--- src/rtl/icape2_pkg.sv ---
// Shared constants, FSM state type and the byte bit-reverse helper for the
// ICAPE2 responder and the Wishbone bridge that drives it.
package icape2_pkg;

  localparam logic [31:0] SYNC_WORD  = 32'hAA995566;
  localparam logic [31:0] NOOP_WORD  = 32'h20000000;
  localparam logic [31:0] DUMMY_WORD = 32'hFFFFFFFF;

  localparam logic [2:0] TYPE1 = 3'b001;

  localparam logic [1:0] OP_NOOP  = 2'b00;
  localparam logic [1:0] OP_READ  = 2'b01;
  localparam logic [1:0] OP_WRITE = 2'b10;

  localparam logic [4:0] REG_CMD    = 5'h04;
  localparam logic [4:0] REG_STAT   = 5'h07;
  localparam logic [4:0] REG_IDCODE = 5'h0C;
  localparam logic [4:0] REG_WBSTAR = 5'h10;

  localparam logic [4:0] CMD_DESYNC = 5'h0D;
  localparam logic [4:0] CMD_IPROG  = 5'h0F;

  typedef enum logic [1:0] {
    ST_UNSYNC,
    ST_HDR,
    ST_WDATA,
    ST_RPEND
  } state_t;

  // ICAPE2 pins carry each byte MSB/LSB swapped relative to the bitstream.
  function automatic logic [31:0] bitrev_bytes(input logic [31:0] d);
    logic [31:0] r;
    r = '0;
    for (int b = 0; b < 4; b++) begin
      for (int i = 0; i < 8; i++) begin
        r[b*8+i] = d[b*8+7-i];
      end
    end
    return r;
  endfunction

endpackage

--- src/rtl/icape2_shadow_regs.sv ---
// 32x32 shadow configuration registers: one write port, a registered read
// port that doubles as the read buffer, read-only masking and the WBSTAR tap.
module icape2_shadow_regs
  import icape2_pkg::*;
#(
  parameter logic [31:0] IDCODE = 32'h0362D093
) (
  input  logic        clk,
  input  logic        rst,
  input  logic        we,
  input  logic [4:0]  waddr,
  input  logic [31:0] wdata,
  input  logic        re,
  input  logic [4:0]  raddr,
  input  logic [1:0]  stat,
  output logic [31:0] rdata,
  output logic [31:0] wbstar
);

  logic [31:0] regs [32];

  always_ff @(posedge clk or posedge rst) begin
    if (rst) begin
      for (int i = 0; i < 32; i++) regs[i] <= '0;
      rdata <= '0;
    end else begin
      // IDCODE and STAT are synthesised on read, so writes to them vanish.
      if (we && waddr != REG_IDCODE && waddr != REG_STAT) regs[waddr] <= wdata;
      if (re) begin
        case (raddr)
          REG_IDCODE: rdata <= IDCODE;
          REG_STAT:   rdata <= {30'h0, stat};
          default:    rdata <= regs[raddr];
        endcase
      end
    end
  end

  assign wbstar = regs[REG_WBSTAR];

endmodule

--- src/rtl/icape2_responder.sv ---
// Far-end ICAPE2 model: SYNC detection, type-1 packet decode, shadow register
// file, delayed read return and CMD (IPROG/DESYNC) handling.
module icape2_responder
  import icape2_pkg::*;
#(
  parameter logic [31:0] IDCODE   = 32'h0362D093,
  parameter int          READ_LAT = 3
) (
  input  logic        i_clk,
  input  logic        i_reset,
  input  logic        i_csib,
  input  logic        i_rdwrb,
  input  logic [31:0] i_data,
  output logic [31:0] o_data,
  output logic        o_synced,
  output logic        o_iprog,
  output logic [31:0] o_wbstar,
  output logic        o_err
);

  localparam logic [2:0] LAT_LAST = 3'(READ_LAT - 1);

  state_t      state, state_nxt;
  logic [10:0] cnt, cnt_nxt;
  logic [4:0]  addr, addr_nxt;
  logic [2:0]  lat_cnt, lat_nxt;
  logic        synced_nxt, err_nxt, iprog_nxt;
  logic [31:0] data_nxt;
  logic        prev_active, prev_rdwrb;

  logic [31:0] w, rbuf;
  logic        we, re, hdr_decode, dir_switch;
  logic [10:0] hdr_cnt;
  logic [4:0]  hdr_addr;

  assign w          = bitrev_bytes(i_data);
  assign hdr_addr   = w[17:13];
  assign hdr_cnt    = w[10:0];
  assign dir_switch = !i_csib && prev_active && (i_rdwrb != prev_rdwrb);

  icape2_shadow_regs #(.IDCODE(IDCODE)) u_regs (
    .clk    (i_clk),
    .rst    (i_reset),
    .we     (we),
    .waddr  (addr),
    .wdata  (w),
    .re     (re),
    .raddr  (hdr_addr),
    .stat   ({o_err, o_synced}),
    .rdata  (rbuf),
    .wbstar (o_wbstar)
  );

  always_ff @(posedge i_clk or posedge i_reset) begin
    if (i_reset) begin
      state       <= ST_UNSYNC;
      cnt         <= '0;
      addr        <= '0;
      lat_cnt     <= '0;
      o_data      <= 32'hFFFFFFFF;
      o_synced    <= 1'b0;
      o_iprog     <= 1'b0;
      o_err       <= 1'b0;
      prev_active <= 1'b0;
      prev_rdwrb  <= 1'b0;
    end else begin
      state       <= state_nxt;
      cnt         <= cnt_nxt;
      addr        <= addr_nxt;
      lat_cnt     <= lat_nxt;
      o_data      <= data_nxt;
      o_synced    <= synced_nxt;
      o_iprog     <= iprog_nxt;
      o_err       <= err_nxt;
      prev_active <= !i_csib;
      prev_rdwrb  <= i_rdwrb;
    end
  end

  always_comb begin
    state_nxt  = state;
    cnt_nxt    = cnt;
    addr_nxt   = addr;
    lat_nxt    = lat_cnt;
    data_nxt   = o_data;
    synced_nxt = o_synced;
    err_nxt    = o_err;
    iprog_nxt  = 1'b0;
    we         = 1'b0;
    re         = 1'b0;
    hdr_decode = 1'b0;

    if (!i_csib) begin
      if (dir_switch) begin
        err_nxt = 1'b1;
      end else if (i_rdwrb) begin
        if (state == ST_RPEND) begin
          if (lat_cnt == LAT_LAST) begin
            data_nxt  = bitrev_bytes(rbuf);
            lat_nxt   = '0;
            state_nxt = ST_HDR;
          end else begin
            lat_nxt = lat_cnt + 3'd1;
          end
        end
      end else begin
        case (state)
          ST_UNSYNC: begin
            if (w == SYNC_WORD) begin
              state_nxt  = ST_HDR;
              synced_nxt = 1'b1;
            end
          end
          ST_HDR: hdr_decode = 1'b1;
          ST_WDATA: begin
            we      = 1'b1;
            cnt_nxt = cnt - 11'd1;
            if (cnt == 11'd1) state_nxt = ST_HDR;
            if (addr == REG_CMD && w[4:0] == CMD_IPROG) iprog_nxt = 1'b1;
            if (addr == REG_CMD && w[4:0] == CMD_DESYNC) begin
              state_nxt  = ST_UNSYNC;
              synced_nxt = 1'b0;
            end
          end
          ST_RPEND: begin
            // The bridge pads the read header with NOOPs before switching
            // direction; only a real packet word abandons the pending read.
            if (w != NOOP_WORD && w != DUMMY_WORD) begin
              err_nxt    = 1'b1;
              lat_nxt    = '0;
              state_nxt  = ST_HDR;
              hdr_decode = 1'b1;
            end
          end
          default: state_nxt = ST_UNSYNC;
        endcase

        if (hdr_decode && w != DUMMY_WORD) begin
          if (w[31:29] != TYPE1) begin
            err_nxt = 1'b1;
          end else begin
            case (w[28:27])
              OP_NOOP: ;
              OP_WRITE: begin
                if (hdr_cnt != 11'd0) begin
                  state_nxt = ST_WDATA;
                  cnt_nxt   = hdr_cnt;
                  addr_nxt  = hdr_addr;
                end
              end
              OP_READ: begin
                if (hdr_cnt == 11'd1) begin
                  re        = 1'b1;
                  lat_nxt   = '0;
                  state_nxt = ST_RPEND;
                end else begin
                  err_nxt = 1'b1;
                end
              end
              default: err_nxt = 1'b1;
            endcase
          end
        end
      end
    end
  end

endmodule

--- config.mk ---
export PLATFORM = sky130hd
export DESIGN_NAME = icape2_responder
export DESIGN_NICKNAME = d
export VERILOG_FILES = /design/src/rtl/icape2_pkg.sv /design/src/rtl/icape2_shadow_regs.sv /design/src/rtl/icape2_responder.sv
export SDC_FILE = /design/constraint.sdc
export NUM_CORES = 2
export LEC_CHECK = 0
export CORE_MARGIN = 2
export CORE_UTILIZATION = 62
export DETAILED_ROUTE_END_ITERATION = 6
export HOLD_SLACK_MARGIN = 0.15
export PLACE_DENSITY_LB_ADDON = 0.12
export RECOVER_POWER = 50
export SLEW_MARGIN = 25
export SYNTH_ARGS = -nofsm -noshare
export SYNTH_HDL_FRONTEND = slang
export SYNTH_HIERARCHICAL = 1
export SYNTH_SLANG_ARGS = --single-unit
--- constraint.sdc ---
create_clock -name i_clk -period 46.4 [get_ports i_clk]
set_clock_uncertainty 0.2 [all_clocks]
set_input_delay 11.6 -clock i_clk [delete_from_list [all_inputs] [get_ports i_clk]]
set_output_delay 11.6 -clock i_clk [all_outputs]
set_load 0.005 [all_outputs]
**Word-level counts from Yosys, hierarchy flattened**

Cells that the tools add are included.

- Bits in registers: 1,114
- Bits of input ports: 36
- Output and inout bits: 67
- Word-level logic and storage cells: 167

- $add $sub $neg: 2
- Magnitude comparators: 3
- Equality and inequality tests: 25
- Multiplexer cells: 66
- Bitwise operators: 6
- Reduce and logical (&&, ||, !) cells: 22

Operators with widths:

| kind | count |
|---|---|
| $bwmux W1024 | 1 |
| $bmux W32 S5 | 1 |
| $demux W32 S5 | 1 |
| $mux W32 | 3 |
| $pmux W32 S2 | 1 |
| $mux W11 | 5 |
| $eq A32 B32 Y1 const B | 1 |
| $ne A32 B30 Y1 const B | 1 |
| $ne A32 B32 Y1 const B | 1 |
| $mux W1 | 29 |
| $mux W3 | 9 |
| $eq A11 B1 Y1 const B | 2 |
| $mux W2 | 11 |
| $eq A5 B4 Y1 const B | 3 |
| $ge A6 B6 Y1 const B | 2 |
| $not A5 Y6 | 2 |
| $reduce_bool A11 Y1 | 1 |
| $sub A11 B1 Y11 const B | 1 |
| $eq A5 B3 Y1 const B | 2 |
| $logic_and A1 B1 Y1 | 9 |
| $reduce_and A7 Y1 | 1 |
| $eq A2 B2 Y1 const B | 3 |
| $lt A6 B1 Y1 const B | 1 |
| $ne A2 B1 Y1 const B | 3 |
| other kinds (21) | 30 |

**Longest topological paths before layout**

- Depth in word-level cells: 12
- Depth in mapped cells: 10
- Mapped depth without buffers: 8

**Hierarchy**

Netlist, hierarchy kept.

Modules (own cells, without submodules):

| module | instances | cells an instance | area an instance (µm²) | sequential area each (µm²) |
|---|---|---|---|---|
| icape2_shadow_regs | 1 | 3,040 | 47,191.5 | 26,325.2 |
| icape2_responder | 1 | 281 | 3,030.4 | 1,491.4 |

**Least setup slack after synthesis**

Ideal clock, no wire load.

- Path type: input to register
- From: in i_rdwrb
- To: reg u_regs/regs[544] in the netlist's numbering
- Library setup time: 0.125 ns
- Arrival: 13.527 ns
- Data required time: 46.075 ns
- Setup slack: 32.548 ns
- Stages: 9
- Buffers on the path: 2
- Path through: clkbuf_1 -> nor2_1 -> nand2_1 -> nor2_1 -> nand2b_1 -> or2_2 -> nor2_1 -> buf_2 -> mux2_2

- Longest elaborated chain between the ends: 6
- Elaborated cells between the ends (all ways): 7
- Those cells by class: 1 x eq/ne; 3 x mux; 3 x reduce/logical

RTL lines:

| item | RTL line | source |
|---|---|---|
| start: declaration | icape2_responder.sv:12 | `input logic i_rdwrb,` |
| $ne A1 B1 Y1 | icape2_responder.sv:39 | `assign dir_switch = !i_csib && prev_active && (i_rdwrb != prev_rdwrb);` |
| $logic_and A1 B1 Y1 | icape2_responder.sv:39 |  |
| $mux W1 (*) | icape2_responder.sv:94 | `if (dir_switch) begin` |
| $mux W1 (*) | icape2_responder.sv:93 | `if (!i_csib) begin` |
| net we | icape2_responder.sv:32 | `logic we, re, hdr_decode, dir_switch;` |
| $logic_and A1 B1 Y1 (*) (2 in series) | icape2_shadow_regs.sv:28 | `if (we && waddr != REG_IDCODE && waddr != REG_STAT) regs[waddr] <= wdata;` |
| end signal: indexed assignment | icape2_shadow_regs.sv:28 |  |
| end: declaration | icape2_shadow_regs.sv:20 | `logic [31:0] regs [32];` |

The timed path passes the listed nets; every way through them passes the cells marked *.
A chain may end at the register's enable or synchronous reset.

==> flow_metrics.env <==
export IMPL_status="complete, but fails checks"
export IMPL_violations="max-capacitance violations, max-slew violations"
export IMPL_layout_setup_ws_ps=19740
export IMPL_ys_seq_area_frac=0.554
export IMPL_hold_path_class="register to register"
export IMPL_hold_viol_final=0
export IMPL_fin_cells=4394
export IMPL_p_seq_frac=0.484
export IMPL_ir_worst_vdd_v=0.0000335
export IMPL_cp_buffers_inverters=5
export IMPL_critPathRequiredTime_ps=45660
export IMPL_clkTransAtPathRegs_ps=60
export IMPL_cts_buffers=113
export IMPL_dieArea_um2=83300
export IMPL_synth_flop_cell="dfrtp_1"
export IMPL_postCtsHoldBufs=0
export IMPL_cts_setup_buffers=0
export IMPL_worstPathMaxFanout=123
export IMPL_grt_setup_unrepaired="false"
export IMPL_final_common_cell="dfrtp_1"
export IMPL_crit_path_start_kind="primary input"
export IMPL_post_cts_resized=0
export IMPL_synthMuxAreaShare=0.343
export IMPL_grt_pass1_wl_um=203000
export IMPL_io_buffers=102
export IMPL_coreArea_um2=80400
export IMPL_syn_cell_area_um2=50200
export IMPL_yosysTopAreaCellShare=0.537
export IMPL_vias_per_cell=6.77
export IMPL_placed_cells=4177
export IMPL_ys_async_sr_fraction=1.00
export IMPL_end_kind="async pin"
export IMPL_postRouteAntennaNets=0
export IMPL_crit_chain="dlygate4sd3_1 -> clkinvlp_2 -> clkbuf_1 -> clkbuf_1 -> clkbuf_1"
export IMPL_synth_compound_area_frac=0.0417
export IMPL_layout_drive_gt1_share=0.462
export IMPL_grt_total_usage=0.331
export IMPL_slew_headroom=-2.66
export IMPL_antenna_found_initial=3
export IMPL_synth_top_family_by_area="multiplexers"
export IMPL_vias=29756
export IMPL_final_cell_mix="dfrtp_1 (1078), mux2_2 (996), mux4_2 (208)"
export IMPL_grt_max_degree=207
export IMPL_p_leak_nw=27.2
export IMPL_fp_dieH_um=289
export IMPL_synth_cell_type_count=68
export IMPL_area_growth_pct=10.3
export IMPL_p_sw_frac=0.230
export IMPL_row_count=104
export IMPL_post_route_period_util=0.575
export IMPL_synth_edf_count=0
export IMPL_grt_pass1_vias=31704
export IMPL_start_util=0.625
export IMPL_cts_buffer_depth=3
export IMPL_crit_path_max_incr_delay_ps=4020
export IMPL_pwr_share_clk=0.470
export IMPL_htreeDepth=3
export IMPL_fin_crit_ps=26660
export IMPL_final_setup_tns_ps=0
export IMPL_dp_hpwl_um=77000
export IMPL_synthTopCellsByArea="dfrtp_1 (54%), mux2_2 (22%), mux4_2 (9.3%)"
export IMPL_fp_dieW_um=289
export IMPL_drc_errors=0
export IMPL_wl_per_cell_um=30.7
export IMPL_dr_pass1_iters=5
export IMPL_p_int_mw=1.56
export IMPL_p_per_area_nw_per_um2=36.5
export IMPL_path_common_cell="clkbuf_1"
export IMPL_pre_cts_ws_ps=29500
export IMPL_synth_seq_cells=1110
export IMPL_worstPathArrival_ps=25920
export IMPL_crit_type="primary input to async pin"
export IMPL_synth_largest_area_cell="dfrtp_1"
export IMPL_drt_iter0_drc=2688
export IMPL_ys_warn_count=6
export IMPL_ios=103
export IMPL_gp_congestion=0.806
export IMPL_clockRootBuffer="clkbuf_16"
export IMPL_syn_inst=3321
export IMPL_grt_overflow_total=0
export IMPL_synth_simple_gate_area_frac=0.0219
export IMPL_worst_slew_pin_slew_ps=5500
export IMPL_yosys_area_share_adder=0.00149
export IMPL_synth_xor_area_frac=0.000174
export IMPL_synth_fp_nets=3363
export IMPL_setup_viol=0
export IMPL_cts_tree="built"
export IMPL_layout_nets=3277
export IMPL_syn_mean_instance_area_um2=15.1
export IMPL_crit_slowest_cell="clkbuf_1"
export IMPL_cp_top_family="buffers and inverters"
export IMPL_report_final_slew_viol_count=982
export IMPL_clk_latency_ps=710
export IMPL_maxCapViolations=20
export IMPL_routed_wl_um=135000
export IMPL_cts_sinks=1110
export IMPL_p_switching_uw=465
export IMPL_max_freq_mhz=37.5
export IMPL_power_frac_comb=0.046
==> cells by family (layout without fill, tap and decap cells) <==
family,count (synthesis),in the layout
DFF,1110,1110
and+or+nand+nor,201,201
adders and majority gates,6,6
muxes,1332,1332
buffers and inverters,407,418
AOI/OAI and AO/OA,264,264
other,0,2
xor gates and xnor gates,1,1
==> synthesized netlist by cell type, types with 3 or more instances <==
cell type,number
a211o_1,37
a211oi_1,24
a21o_1,8
a21oi_1,34
a221oi_1,4
a22o_1,42
a31oi_1,4
a32o_1,19
and2_1,16
buf_1,41
buf_2,64
buf_4,55
buf_6,11
clkbuf_1,219
dfrtp_1,1078
dfstp_2,32
ha_1,6
inv_1,15
mux2_1,23
mux2_2,999
mux2i_1,102
mux4_2,208
nand2_1,40
nand2b_1,10
nand3_1,18
nand3b_1,3
nand4_1,10
nand4b_1,4
nor2_1,37
nor2b_1,9
nor3_1,17
nor3_2,4
nor3b_1,5
nor4_1,10
o21ai_0,16
o221ai_1,42
o22ai_1,12
o32ai_1,4
or2_2,3
==> layout make-up <==
class | count | area [µm²]
antenna | 2 | 5.00
clock buffer | 166 | 3390
clock inverter | 46 | 557
fill | 5288 | 25000
inverter | 15 | 58.8
multi-input combinational | 1804 | 20600
sequential | 1110 | 27800
tap | 1060 | 1330
timing repair buffer | 191 | 1670
==> path summary, 6_finish.rpt <==
path / startpoint / endpoint / slack, ps / cells past startpoint
max in group i_clk: i_rdwrb / o_data[25] / 29670 / 5
setup reg to reg: state[0] / o_data[25] / 40560 / 5
hold reg to reg: u_regs/regs[628] / u_regs/regs[628] / 170 / 0
min in group asynchronous: i_reset / u_regs/regs[583] / 12940 / 2
setup / recovery: i_reset / u_regs/regs[189] / 19740 / 5
hold / removal: u_regs/regs[628] / u_regs/regs[628] / 170 / 0
==> layer usage <==
metal / GRT usage / wire (µm)
met3: 0.0579 / 9490
met4: 0.128 / 5210
met5: 0 / 13
met2: 0.522 / 64000
met1: 0.467 / 56300
==> per-stage QoR <==
step / util / instance area [µm²] / hold slack [ps] / total power, mW
after floorplan: - / 50200 / 224 / 1.06
after global placement: 0.642 / 51600 / 160 / 1.09
after detailed placement: 0.642 / 51600 / 163 / 1.09
after CTS: 0.691 / 55600 / 176 / 2.04
after global routing: 0.689 / 55400 / 182 / 2.08
final: 0.689 / 55400 / 173 / 2.02
==> power groups by stage <==
stage / sequential (mW) / clock (mW) / combinational (mW)
after floorplan: 0.995 / 0 / 0.0636
after global placement: 0.995 / 0 / 0.0911
after detailed placement: 0.996 / 0 / 0.0946
after CTS: 0.978 / 0.962 / 0.0949
after global routing: 0.979 / 1.00 / 0.101
final: 0.979 / 0.949 / 0.0936
==> state kept, by name (all words and copies together), names as in the netlist <==
name	count
u_regs/wbstar	32
o_synced	1
addr	5
state	2
o_err	1
u_regs/rdata	32
o_data	32
lat_cnt	3
u_regs/regs	988
cnt	11
o_iprog	1
prev_active	1
prev_rdwrb	1
Power figures use the tool's default switching activity.
